$ cat config.mk
export PLATFORM = sky130hd
export DESIGN_NAME = apb_master
export DESIGN_NICKNAME = d
export VERILOG_FILES = /design/src/rtl/apb_master.sv
export SDC_FILE = /design/constraint.sdc
export NUM_CORES = 1
export LEC_CHECK = 0
export BUFFER_PORTS_ARGS = -buffer_cell sky130_fd_sc_hd__buf_2
export CAP_MARGIN = 20
export CORE_ASPECT_RATIO = 0.5
export CORE_MARGIN = 8
export CORE_UTILIZATION = 49
export DETAILED_ROUTE_END_ITERATION = 6
export GPL_TIMING_DRIVEN = 0
export PLACE_DENSITY = 0.86
export SLEW_MARGIN = 25
export SYNTH_ARGS = -nofsm -noshare
export SYNTH_HDL_FRONTEND = slang
export SYNTH_SLANG_ARGS = --single-unit
$ cat constraint.sdc
create_clock -name pclk -period 3.25 [get_ports pclk]
set_clock_uncertainty 0.1 [all_clocks]
set_input_delay 0.1625 -clock pclk [delete_from_list [all_inputs] [get_ports pclk]]
set_output_delay 0.1625 -clock pclk [all_outputs]
set_load 0.02 [all_outputs]
$ cat src/rtl/apb_master.sv
// APB master: one command at a time, accepted in IDLE and driven through the SETUP and ACCESS phases.
// Optional ACCESS-phase timeout: define APB_MASTER_TIMEOUT_EN.
module apb_master #(
  parameter int ADDR_W         = 32,
  parameter int DATA_W         = 32,
  parameter int TIMEOUT_CYCLES = 16
) (
  input  logic              pclk,
  input  logic              preset_n,
  input  logic              cmd_valid,
  output logic              cmd_ready,
  input  logic              cmd_write,
  input  logic [ADDR_W-1:0] cmd_addr,
  input  logic [DATA_W-1:0] cmd_wdata,
  output logic              rsp_valid,
  output logic [DATA_W-1:0] rsp_rdata,
  output logic              rsp_err,
  output logic              psel,
  output logic              penable,
  output logic              pwrite,
  output logic [ADDR_W-1:0] paddr,
  output logic [DATA_W-1:0] pwdata,
  input  logic [DATA_W-1:0] prdata,
  input  logic              pready
);

  typedef enum logic [1:0] {IDLE, SETUP, ACCESS} state_t;

  if (TIMEOUT_CYCLES < 2) begin : g_bad_timeout
    $error("apb_master: TIMEOUT_CYCLES must be >= 2");
  end

  state_t              state_q;
  logic                cmd_ready_q;
  logic                psel_q;
  logic                penable_q;
  logic                pwrite_q;
  logic [ADDR_W-1:0]   paddr_q;
  logic [DATA_W-1:0]   pwdata_q;
  logic                rsp_valid_q;
  logic [DATA_W-1:0]   rsp_rdata_q;

`ifdef APB_MASTER_TIMEOUT_EN
  localparam int CNT_W = $clog2(TIMEOUT_CYCLES);
  localparam logic [CNT_W-1:0] CNT_LAST = CNT_W'(TIMEOUT_CYCLES - 1);
  logic [CNT_W-1:0]    cnt_q;
  logic                rsp_err_q;
`endif

  always_ff @(posedge pclk or negedge preset_n) begin
    if (!preset_n) begin
      state_q     <= IDLE;
      cmd_ready_q <= 1'b1;
      psel_q      <= 1'b0;
      penable_q   <= 1'b0;
      pwrite_q    <= 1'b0;
      paddr_q     <= '0;
      pwdata_q    <= '0;
      rsp_valid_q <= 1'b0;
      rsp_rdata_q <= '0;
`ifdef APB_MASTER_TIMEOUT_EN
      cnt_q       <= '0;
      rsp_err_q   <= 1'b0;
`endif
    end else begin
      rsp_valid_q <= 1'b0;
      case (state_q)
        IDLE: begin
          if (cmd_valid) begin
            state_q     <= SETUP;
            cmd_ready_q <= 1'b0;
            psel_q      <= 1'b1;
            pwrite_q    <= cmd_write;
            paddr_q     <= cmd_addr;
            pwdata_q    <= cmd_wdata;
          end
        end
        SETUP: begin
          state_q   <= ACCESS;
          penable_q <= 1'b1;
`ifdef APB_MASTER_TIMEOUT_EN
          cnt_q     <= '0;
`endif
        end
        ACCESS: begin
          // Slave completion wins over an expiry landing on the same edge.
          if (pready) begin
            state_q     <= IDLE;
            cmd_ready_q <= 1'b1;
            psel_q      <= 1'b0;
            penable_q   <= 1'b0;
            rsp_valid_q <= 1'b1;
            rsp_rdata_q <= pwrite_q ? '0 : prdata;
`ifdef APB_MASTER_TIMEOUT_EN
            rsp_err_q   <= 1'b0;
          end else if (cnt_q == CNT_LAST) begin
            state_q     <= IDLE;
            cmd_ready_q <= 1'b1;
            psel_q      <= 1'b0;
            penable_q   <= 1'b0;
            rsp_valid_q <= 1'b1;
            rsp_rdata_q <= '0;
            rsp_err_q   <= 1'b1;
          end else begin
            cnt_q       <= cnt_q + 1'b1;
`endif
          end
        end
        default: state_q <= IDLE;
      endcase
    end
  end

  assign cmd_ready = cmd_ready_q;
  assign psel      = psel_q;
  assign penable   = penable_q;
  assign pwrite    = pwrite_q;
  assign paddr     = paddr_q;
  assign pwdata    = pwdata_q;
  assign rsp_valid = rsp_valid_q;
  assign rsp_rdata = rsp_rdata_q;
`ifdef APB_MASTER_TIMEOUT_EN
  assign rsp_err   = rsp_err_q;
`else
  assign rsp_err   = 1'b0;
`endif

endmodule

==> results.sh, run 1 <==
export IMPL_yosysTopAreaCellShare_pct=61.2
export IMPL_setup_tns_ps=0
export IMPL_crit_fanout=10
export IMPL_power_switching_share_pct=40.9
export IMPL_layout_drive_gt1_share_pct=48.9
export IMPL_drv_slew=0
export IMPL_min_period_ps=1670
export IMPL_cpMaxStageDelayCell="dfrtp_1"
export IMPL_coreArea_um2=8120
export IMPL_hp_class="in2reg"
export IMPL_setup_viol=0
export IMPL_multi_input_comb_area_um2=1450
export IMPL_start_util_pct=51.4
export IMPL_finalCritPeriodShare_pct=51.3
export IMPL_nFillCells=429
export IMPL_avgViaCountPerCell=5.06
export IMPL_cts_sinks=103
export IMPL_reg2reg_slack_ps=1580
export IMPL_cts_buffer_depth=2
export IMPL_track_usage_pct=24.5
export IMPL_syn_nets=402
export IMPL_synth_most_common_cell="dfrtp_1"
export IMPL_path_clk_slew_ps=70
export IMPL_ys_flop_type="dfrtp_1"
export IMPL_initialDrtViolationCount=181
export IMPL_cts_tree="built"
export IMPL_detail_route_antenna_nets=0
export IMPL_grt_pass1_wl_mm=22.6
export IMPL_p_per_area_nw_per_um2=994
export IMPL_internal_power_mw=3.86
export IMPL_syn_instance_count=301
export IMPL_hold_viol=0
export IMPL_async_reset_ff_share_pct=100
export IMPL_synth_avg_cell_area_um2=13.8
export IMPL_reg2reg_depth=4
export IMPL_r2r_end="rsp_rdata[14]"
export IMPL_insertion_delay_ps=340
export IMPL_min_to="rsp_rdata[23]"
export IMPL_pwr_share_comb_pct=48.2
export IMPL_p_clk_share_pct=16.2
export IMPL_holdPathStages=3
export IMPL_netlist_area_um2=4170
export IMPL_numCtsBuffers=9
export IMPL_synth_edf_count=0
export IMPL_post_cts_buffers=0
export IMPL_p_switching_mw=2.67
export IMPL_io_buffers=201
export IMPL_cp_arrival_ps=1740
export IMPL_yosysSeqAreaShare_pct=61.9
export IMPL_die_height_um=81.2
export IMPL_grt_overflow=0
export IMPL_drc=0
export IMPL_die_w_um=146
export IMPL_drtPass1Iterations=4
export IMPL_p_seq_share_pct=35.6
export IMPL_num_vias=3676
export IMPL_startpoint_type="flip-flop"
export IMPL_synth_seq_cells=103
export IMPL_cts_root_buffer="clkbuf_16"
export IMPL_routed_wl_mm=14.7
export IMPL_worstPathCellList="nand3b_1 > buf_2 > clkbuf_1 > o21ai_0"
export IMPL_min_from="prdata[23]"
export IMPL_cts_resized=0
export IMPL_ir_drop_uv=576
export IMPL_worstSetupPathType="reg2reg"
export IMPL_nNetsFinal=707
export IMPL_maxCapViolCount=0
export IMPL_ff_latch_area_um2=2580
export IMPL_cts_hold_buf=92
export IMPL_grt_pass1_vias=4135
export IMPL_p_leak_nw=3.31
export IMPL_synth_top_cells_by_area="dfrtp_1, mux2_4, mux2_2"
export IMPL_dpl_cell_area_um2=5350
export IMPL_rsz0062_at_grt="no"
export IMPL_antenna_found_initial=1
export IMPL_ys_top_cells_by_count="dfrtp_1, mux2_4, nand2_1, o21ai_0, nand2b_1"
export IMPL_fin_area_um2=6570
export IMPL_io_pins=203
export IMPL_hold_slack_ps=20.0
export IMPL_reg2reg_from="state_q[1]"
export IMPL_synth_largest_area_cell="dfrtp_1"
export IMPL_required_ps=3320
export IMPL_htree_num_levels=3
export IMPL_area_delta_synth_final_pct=57.5
export IMPL_grt_max_degree=53
export IMPL_max_stage_delay_ps=450
export IMPL_status="complete, no violations"
export IMPL_p_total_mw=6.53
export IMPL_fmax_mhz=600
export IMPL_place_gp_congestion=0.732
export IMPL_dpl_hpwl_mm=8.75
export IMPL_rows=23
export IMPL_yosys_warnings=0
export IMPL_wl_per_cell_um=20.2
export IMPL_die_area_um2=11900
export IMPL_synth_cell_types=20
export IMPL_endpoint_kind="flip-flop"
logic make-up (layout without fill, tap and decap cells):
| family | count (synthesis) | in the layout | share of synthesized area (%) |
|---|---|---|---|
| compound gates | 38 | 38 | 4.56 |
| buf+inv | 20 | 330 | 3.36 |
| flops | 103 | 103 | 61.9 |
| mux | 65 | 65 | 21.1 |
| other cells | 1 | 4 | 0.0900 |
| simple gates | 74 | 74 | 9.04 |
cell usage in the layout, fill, tap and decap left out:
cell type	netlist	final
conb_1	1	1
dlygate4sd3_1	0	92
dfstp_2	1	1
clkbuf_16	0	9
buf_16	0	1
mux2_4	39	39
clkinv_2	0	5
nor2_1	3	3
buf_2	7	207
clkinv_4	0	1
buf_6	1	2
bufinv_16	0	1
inv_1	2	2
clkbuf_1	4	4
o21ai_0	34	34
nand3b_1	1	1
mux2_2	26	26
buf_1	1	1
nand2_1	35	35
nand2b_4	1	1
nor2_2	1	1
nand2b_1	33	33
buf_8	4	4
buf_4	1	1
a21oi_1	4	4
diode_2	0	3
dfrtp_1	102	102
flip-flops by register name, indices dropped and copies added, names as in the netlist:
name	count
psel	1
pwrite	1
penable	1
rsp_valid	1
cmd_ready	1
pwdata	32
paddr	32
state_q	2
rsp_rdata	32
metrics by stage:
step	util (%)	setup WS, ps	instances
final	80.9	1580	726
after global routing	80.8	1440	724
after CTS	80.8	1590	723
after detailed placement	65.9	1610	615
after global placement	65.5	860	614
after floorplan	-	1750	301
metal layers:
layer / share of wire, % / GRT usage (%)
met4: 5.4 / 15.7
met2: 55 / 47.0
met3: 6.0 / 7.65
met5: 0 / 0
met1: 34 / 23.3
area by class of cell:
cell class              count  area share (%)
repair buffers            294            29.9
multi-input cells         178            22.1
well taps                 112            2.13
plain buffers              18            2.02
clock buffers               9            3.43
diodes                      3           0.114
clock inverters             7           0.972
flip-flops and latches    103            39.3
inverters                   2           0.114
critical path: cells and delay by family (launching register included):
kind | cells | cell delay [ps]
simple gates | 1 | 130
compound gates | 1 | 250
buf+inv | 2 | 560
flops | 1 | 450
power groups by stage:
| stage | Combinational [mW] | Sequential (mW) | Clock, mW |
|---|---|---|---|
| final | 3.14 | 2.32 | 1.06 |
| after global routing | 3.31 | 2.40 | 1.12 |
| after CTS | 3.07 | 2.27 | 1.07 |
| after detailed placement | 2.97 | 2.28 | 0 |
| after global placement | 2.89 | 2.23 | 0 |
| after floorplan | 1.12 | 3.06 | 0 |
worst max path at each step:
stage               slack [ps]  cells after the start       endpoint  startpoint
floorplan                 1750                      5       paddr[0]  state_q[0]
global placement           860                      1     pwdata[19]    preset_n
detailed placement        1610                      5     pwdata[20]  state_q[0]
CTS                       1590                      5     pwdata[20]  state_q[0]
global route              1440                      4  rsp_rdata[14]  state_q[0]
finish                    1580                      4  rsp_rdata[14]  state_q[1]
(Power assumes the default switching activity.)
==> run 2, diff against run 1 <==
--- a/config.mk
+++ b/config.mk
@@ -5,14 +5,15 @@
 export SDC_FILE = /design/constraint.sdc
 export NUM_CORES = 1
 export LEC_CHECK = 0
+export ABC_AREA = 1
 export BUFFER_PORTS_ARGS = -buffer_cell sky130_fd_sc_hd__buf_2
 export CAP_MARGIN = 20
 export CORE_ASPECT_RATIO = 0.5
 export CORE_MARGIN = 8
-export CORE_UTILIZATION = 49
+export CORE_UTILIZATION = 42
 export DETAILED_ROUTE_END_ITERATION = 6
 export GPL_TIMING_DRIVEN = 0
-export PLACE_DENSITY = 0.86
+export PLACE_DENSITY = 0.78
 export SLEW_MARGIN = 25
 export SYNTH_ARGS = -nofsm -noshare
 export SYNTH_HDL_FRONTEND = slang
==> constraint.sdc (replaced) <==
create_clock -name pclk -period 1.53 [get_ports pclk]
set_clock_uncertainty 0.1 [all_clocks]
set_input_delay 0.0765 -clock pclk [delete_from_list [all_inputs] [get_ports pclk]]
set_output_delay 0.0765 -clock pclk [all_outputs]
set_load 0.02 [all_outputs]
==> results.sh, run 2 <==
export IMPL_coreArea_um2=10100
export IMPL_ys_top_cells_by_count="nand2_1, dfrtp_1, nand3_1, inv_1, nor2_1"
export IMPL_die_area_um2=14000
export IMPL_finalCritPeriodShare_pct=92.4
export IMPL_antenna_found_initial=1
export IMPL_setup_ws_ps=117
export IMPL_grt_pass1_vias=4721
export IMPL_post_cts_buffers=0
export IMPL_die_height_um=87.7
export IMPL_nFillCells=792
export IMPL_startpoint="state_q[1]"
export IMPL_async_reset_ff_share_pct=100
export IMPL_endpoint_kind="flip-flop"
export IMPL_syn_instance_count=512
export IMPL_startpoint_type="flip-flop"
export IMPL_required_ps=1650
export IMPL_reg2reg_depth=6
export IMPL_numCtsBuffers=9
export IMPL_max_slew_margin_pct=63.6
export IMPL_p_switching_mw=5.79
export IMPL_drtPass1Iterations=5
export IMPL_yosysTopAreaCellShare_pct=59.2
export IMPL_track_usage_pct=21.2
export IMPL_initialDrtViolationCount=321
export IMPL_hold_viol=0
export IMPL_final_cell_mix="buf_2, nand2_1, dfrtp_1"
export IMPL_reg2reg_from="state_q[1]"
export IMPL_netlist_area_um2=4310
export IMPL_reg2reg_slack_ps=120
export IMPL_p_leak_nw=3.97
export IMPL_synth_seq_cells=103
export IMPL_ir_drop_uv=1030
export IMPL_cts_root_buffer="clkbuf_16"
export IMPL_rsz0062_at_grt="no"
export IMPL_grt_max_degree=58
export IMPL_fin_area_um2=6860
export IMPL_io_buffers=200
export IMPL_fin_util_pct=68.1
export IMPL_path_clk_slew_ps=70
export IMPL_p_clk_share_pct=18.6
export IMPL_p_seq_share_pct=35.0
export IMPL_drc=0
export IMPL_fmax_mhz=708
export IMPL_p_per_area_nw_per_um2=1960
export IMPL_synth_most_common_cell="nand2_1"
export IMPL_wl_per_cell_um=15.2
export IMPL_routed_wl_mm=14.8
export IMPL_detail_route_antenna_nets=0
export IMPL_setup_viol=0
export IMPL_endpoint="paddr[5]"
export IMPL_num_vias=4544
export IMPL_yosys_warnings=0
export IMPL_place_gp_congestion=0.804
export IMPL_ys_flop_type="dfrtp_1"
export IMPL_insertion_delay_ps=330
export IMPL_min_period_ps=1410
export IMPL_nNetsFinal=924
export IMPL_die_w_um=159
export IMPL_yosysSeqAreaShare_pct=59.8
export IMPL_syn_nets=613
export IMPL_power_switching_share_pct=43.0
export IMPL_start_util_pct=42.8
export IMPL_status="complete, no violations"
export IMPL_rows=26
export IMPL_internal_power_mw=7.68
export IMPL_synth_largest_area_cell="dfrtp_1"
export IMPL_hp_class="in2reg"
export IMPL_cts_sinks=103
export IMPL_pwr_share_comb_pct=46.4
export IMPL_synth_top_cells_by_area="dfrtp_1, nand2_1, nand3_1"
export IMPL_final_common_cell="buf_2"
export IMPL_layout_drive_gt1_share_pct=30.2
export IMPL_cts_tree="built"
export IMPL_dpl_cell_area_um2=5520
export IMPL_grt_overflow=0
export IMPL_r2r_end="paddr[5]"
export IMPL_holdPathStages=4
export IMPL_worstSetupPathType="reg2reg"
export IMPL_setup_tns_ps=0
export IMPL_crit_fanout=10
export IMPL_dp_slack_ps=41.8
export IMPL_io_pins=203
export IMPL_area_delta_synth_final_pct=59.1
export IMPL_synth_avg_cell_area_um2=8.43
export IMPL_cts_buffer_depth=2
export IMPL_htree_num_levels=3
export IMPL_worst_pin_slew_ps=546
export IMPL_avgViaCountPerCell=4.68
export IMPL_cp_arrival_ps=1540
export IMPL_dpl_hpwl_mm=9.17
export IMPL_p_total_mw=13.5
export IMPL_maxCapViolCount=0
export IMPL_synth_edf_count=0
export IMPL_drv_slew=0
export IMPL_synth_cell_types=15
export IMPL_grt_pass1_wl_mm=23.8
## run 2: per-layer routing
layer  vias to the layer above  global-route usage (%)  routed length [µm]
li1                       2201                       -                   -
met3                        43                    5.49                 924
met5                         -                       0                   0
met2                       195                    38.8                7560
met1                      2105                    22.9                5720
met4                         0                    11.1                 563
## run 2: worst min-delay path by stage
stage	endpoint	slack, ps	start
final	paddr[18]	130	cmd_valid
after global routing	paddr[18]	130	cmd_valid
after CTS	paddr[18]	120	cmd_valid
after detailed placement	pwdata[22]	-10	preset_n
after global placement	pwdata[15]	210	cmd_wdata[15]
after floorplan	paddr[0]	-320	preset_n
## run 2: metrics by stage
stage / instances / hold WS [ps]
6_report: 971 / 131
5_1_grt: 968 / 134
4_1_cts: 967 / 117
3_5_place_dp: 853 / -13.6
3_3_place_gp: 852 / 208
2_1_floorplan: 512 / -319
## run 2: kinds of logic (layout without fill, tap and decap cells)
| group | after synthesis | after routing | share of synthesized area, % |
|---|---|---|---|
| simple gates | 335 | 335 | 32.2 |
| flops | 103 | 103 | 59.8 |
| buf+inv | 72 | 387 | 7.80 |
| other cells | 1 | 5 | 0.0869 |
| compound gates | 1 | 1 | 0.116 |
## run 2: power groups by stage
stage | clock network [mW] | logic (mW) | registers (mW)
after global routing | 2.66 | 6.84 | 4.89
after detailed placement | 0 | 6.01 | 4.70
after CTS | 2.58 | 6.21 | 4.69
final | 2.51 | 6.25 | 4.71
after floorplan | 0 | 2.16 | 6.29
after global placement | 0 | 5.88 | 4.67
## run 2: what timing repair did
| action | CTS | global route |
|---|---|---|
| hold endpoints to repair | 154 | 0 |
| hold buffers | 99 | 0 |
| endpoints found under the setup margin | 0 | 18 |
| gates resized for setup | 0 | 2 |
## run 2: critical path, cell delays in order, from the launching register on
cell     delay [ps]
dfrtp_1         440
nor2_4          170
nand2_2         110
buf_4           190
buf_6           150
nand2_1          60
nand2_1          60
## run 2: area by class of cell
type                       count  area [µm²]  share of cell area [%]
buffer                        36         201                    2.93
inverter                      36         135                    1.97
antenna                        4        10.0                   0.146
sequential                   103        2580                    37.6
tap                          140         175                    2.55
timing repair buffer         300        2030                    29.5
clock inverter                 3        65.1                   0.948
multi-input combinational    337        1410                    20.5
clock buffer                  12         267                    3.88
==> run 3, diff against run 2 <==
--- a/config.mk
+++ b/config.mk
@@ -10,10 +10,11 @@
 export CAP_MARGIN = 20
 export CORE_ASPECT_RATIO = 0.5
 export CORE_MARGIN = 8
-export CORE_UTILIZATION = 42
+export CORE_UTILIZATION = 43
+export CTS_BUF_LIST = sky130_fd_sc_hd__clkbuf_4
 export DETAILED_ROUTE_END_ITERATION = 6
 export GPL_TIMING_DRIVEN = 0
-export PLACE_DENSITY = 0.78
+export PLACE_DENSITY = 0.8
 export SLEW_MARGIN = 25
 export SYNTH_ARGS = -nofsm -noshare
 export SYNTH_HDL_FRONTEND = slang
==> results.sh, run 3 (synthesized netlist as in run 2, its figures left out) <==
export IMPL_min_period_ps=1440
export IMPL_max_slew_margin_pct=64.6
export IMPL_drtPass1Iterations=5
export IMPL_place_gp_congestion=0.793
export IMPL_fmax_mhz=696
export IMPL_numCtsBuffers=9
export IMPL_coreArea_um2=9600
export IMPL_drv_slew=0
export IMPL_rows=25
export IMPL_routed_wl_mm=15.0
export IMPL_path_clk_slew_ps=160
export IMPL_dpl_hpwl_mm=9.42
export IMPL_grt_max_degree=58
export IMPL_required_ps=1840
export IMPL_cts_tree="built"
export IMPL_p_total_mw=12.4
export IMPL_startpoint_type="flip-flop"
export IMPL_die_w_um=158
export IMPL_grt_pass1_vias=4791
export IMPL_layout_drive_gt1_share_pct=30.3
export IMPL_io_pins=203
export IMPL_ir_drop_uv=885
export IMPL_avgViaCountPerCell=4.81
export IMPL_setup_tns_ps=0
export IMPL_ff_latch_area_um2=2580
export IMPL_grt_overflow=0
export IMPL_maxCapViolCount=0
export IMPL_die_height_um=86.8
export IMPL_initialDrtViolationCount=252
export IMPL_nFillCells=733
export IMPL_crit_fanout=10
export IMPL_final_common_cell="buf_2"
export IMPL_cp_arrival_ps=1750
export IMPL_cts_root_buffer="clkbuf_4"
export IMPL_p_per_area_nw_per_um2=1860
export IMPL_dpl_cell_area_um2=5520
export IMPL_endpoint_kind="flip-flop"
export IMPL_io_buffers=200
export IMPL_detail_route_antenna_nets=0
export IMPL_setup_viol=0
export IMPL_insertion_delay_ps=450
export IMPL_status="complete, no violations"
export IMPL_start_util_pct=44.9
export IMPL_antenna_found_initial=2
export IMPL_num_vias=4653
export IMPL_fin_util_pct=69.5
export IMPL_area_delta_synth_final_pct=54.6
export IMPL_track_usage_pct=22.0
export IMPL_p_leak_nw=3.88
export IMPL_multi_input_comb_area_um2=1410
export IMPL_die_area_um2=13700
export IMPL_hp_class="in2async"
export IMPL_worst_pin_slew_ps=531
export IMPL_final_cell_mix="buf_2, nand2_1, dfrtp_1"
export IMPL_drc=0
export IMPL_grt_pass1_wl_mm=23.6
export IMPL_fin_area_um2=6670
export IMPL_wl_per_cell_um=15.5
export IMPL_htree_num_levels=3
export IMPL_cts_buffer_depth=2
export IMPL_hold_viol=0
export IMPL_worstSetupPathType="reg2reg"
export IMPL_nNetsFinal=925
export IMPL_finalCritPeriodShare_pct=93.9
export IMPL_cts_sinks=103
[run 3: cell types whose count changed in the layout (fill, tap and decap cells not counted)]
cell           before  now
clkinv_1            0    1
clkinvlp_4          0    2
dlygate4sd3_1      99  100
clkbuf_1            6    5
clkbuf_8            3    0
clkbuf_2            0    1
clkbuf_4            0   11
bufinv_16           2    1
buf_2             219  217
diode_2             4    3
clkinv_2            1    3
clkbuf_16           9    0
[run 3: stage by stage]
step / hold WS [ps] / cells / setup WS [ps]
after floorplan: -319 / 512 / 242
after global placement: 206 / 847 / -839
after detailed placement: -13.3 / 848 / 60.2
after CTS: 40.7 / 964 / 35.6
after global routing: 41.1 / 966 / -2.02
final: 36.1 / 967 / 93.8
[run 3: worst max-delay path: stages, from the launching register on]
cell and delay (ps):
dfrtp_1 470, nor2_4 180, buf_4 210, clkbuf_4 220, nand3_1 120, nand2_1 100
[run 3: worst paths after layout]
kind / startpoint / slack, ps / depth (start not counted) / to
setup / recovery: state_q[1] / 90 / 5 / paddr[8]
hold / removal: preset_n / 40 / 2 / pwdata[18]
setup reg to reg: state_q[1] / 90 / 5 / paddr[8]
hold reg to reg: cmd_ready / 380 / 2 / cmd_ready
max in group asynchronous: preset_n / 660 / 3 / paddr[31]
min in group pclk: cmd_wdata[12] / 270 / 4 / pwdata[12]
[run 3: power breakdown]
part	internal (mW)	switching, mW
registers	4.00	0.717
logic	2.12	4.17
clock network	0.485	0.889
total	6.60	5.78
[run 3: repair_timing]
| action | 4_1_cts | 5_1_grt |
|---|---|---|
| setup endpoints to repair | 0 | 19 |
| buffers inserted | 0 | 0 |
| hold endpoints to repair | 201 | 0 |
| resized for setup | 0 | 6 |
| hold buffers | 100 | 0 |
[run 3: cell type report]
type	instances	share of cell area, %
clock inverters	7	0.956
multi-input cells	337	21.1
inverters	36	2.03
diodes	3	0.113
repair buffers	301	30.5
clock buffers	9	1.01
flip-flops and latches	103	38.7
well taps	135	2.53
plain buffers	36	3.11
[run 3: per-layer routing]
metal  part of all wire (%)  wire (µm)  track usage [%]
met5                      0          0                0
met4                    5.3        797             15.2
met3                    6.3        952             5.76
met2                     51       7670             39.0
met1                     37       5610             22.9
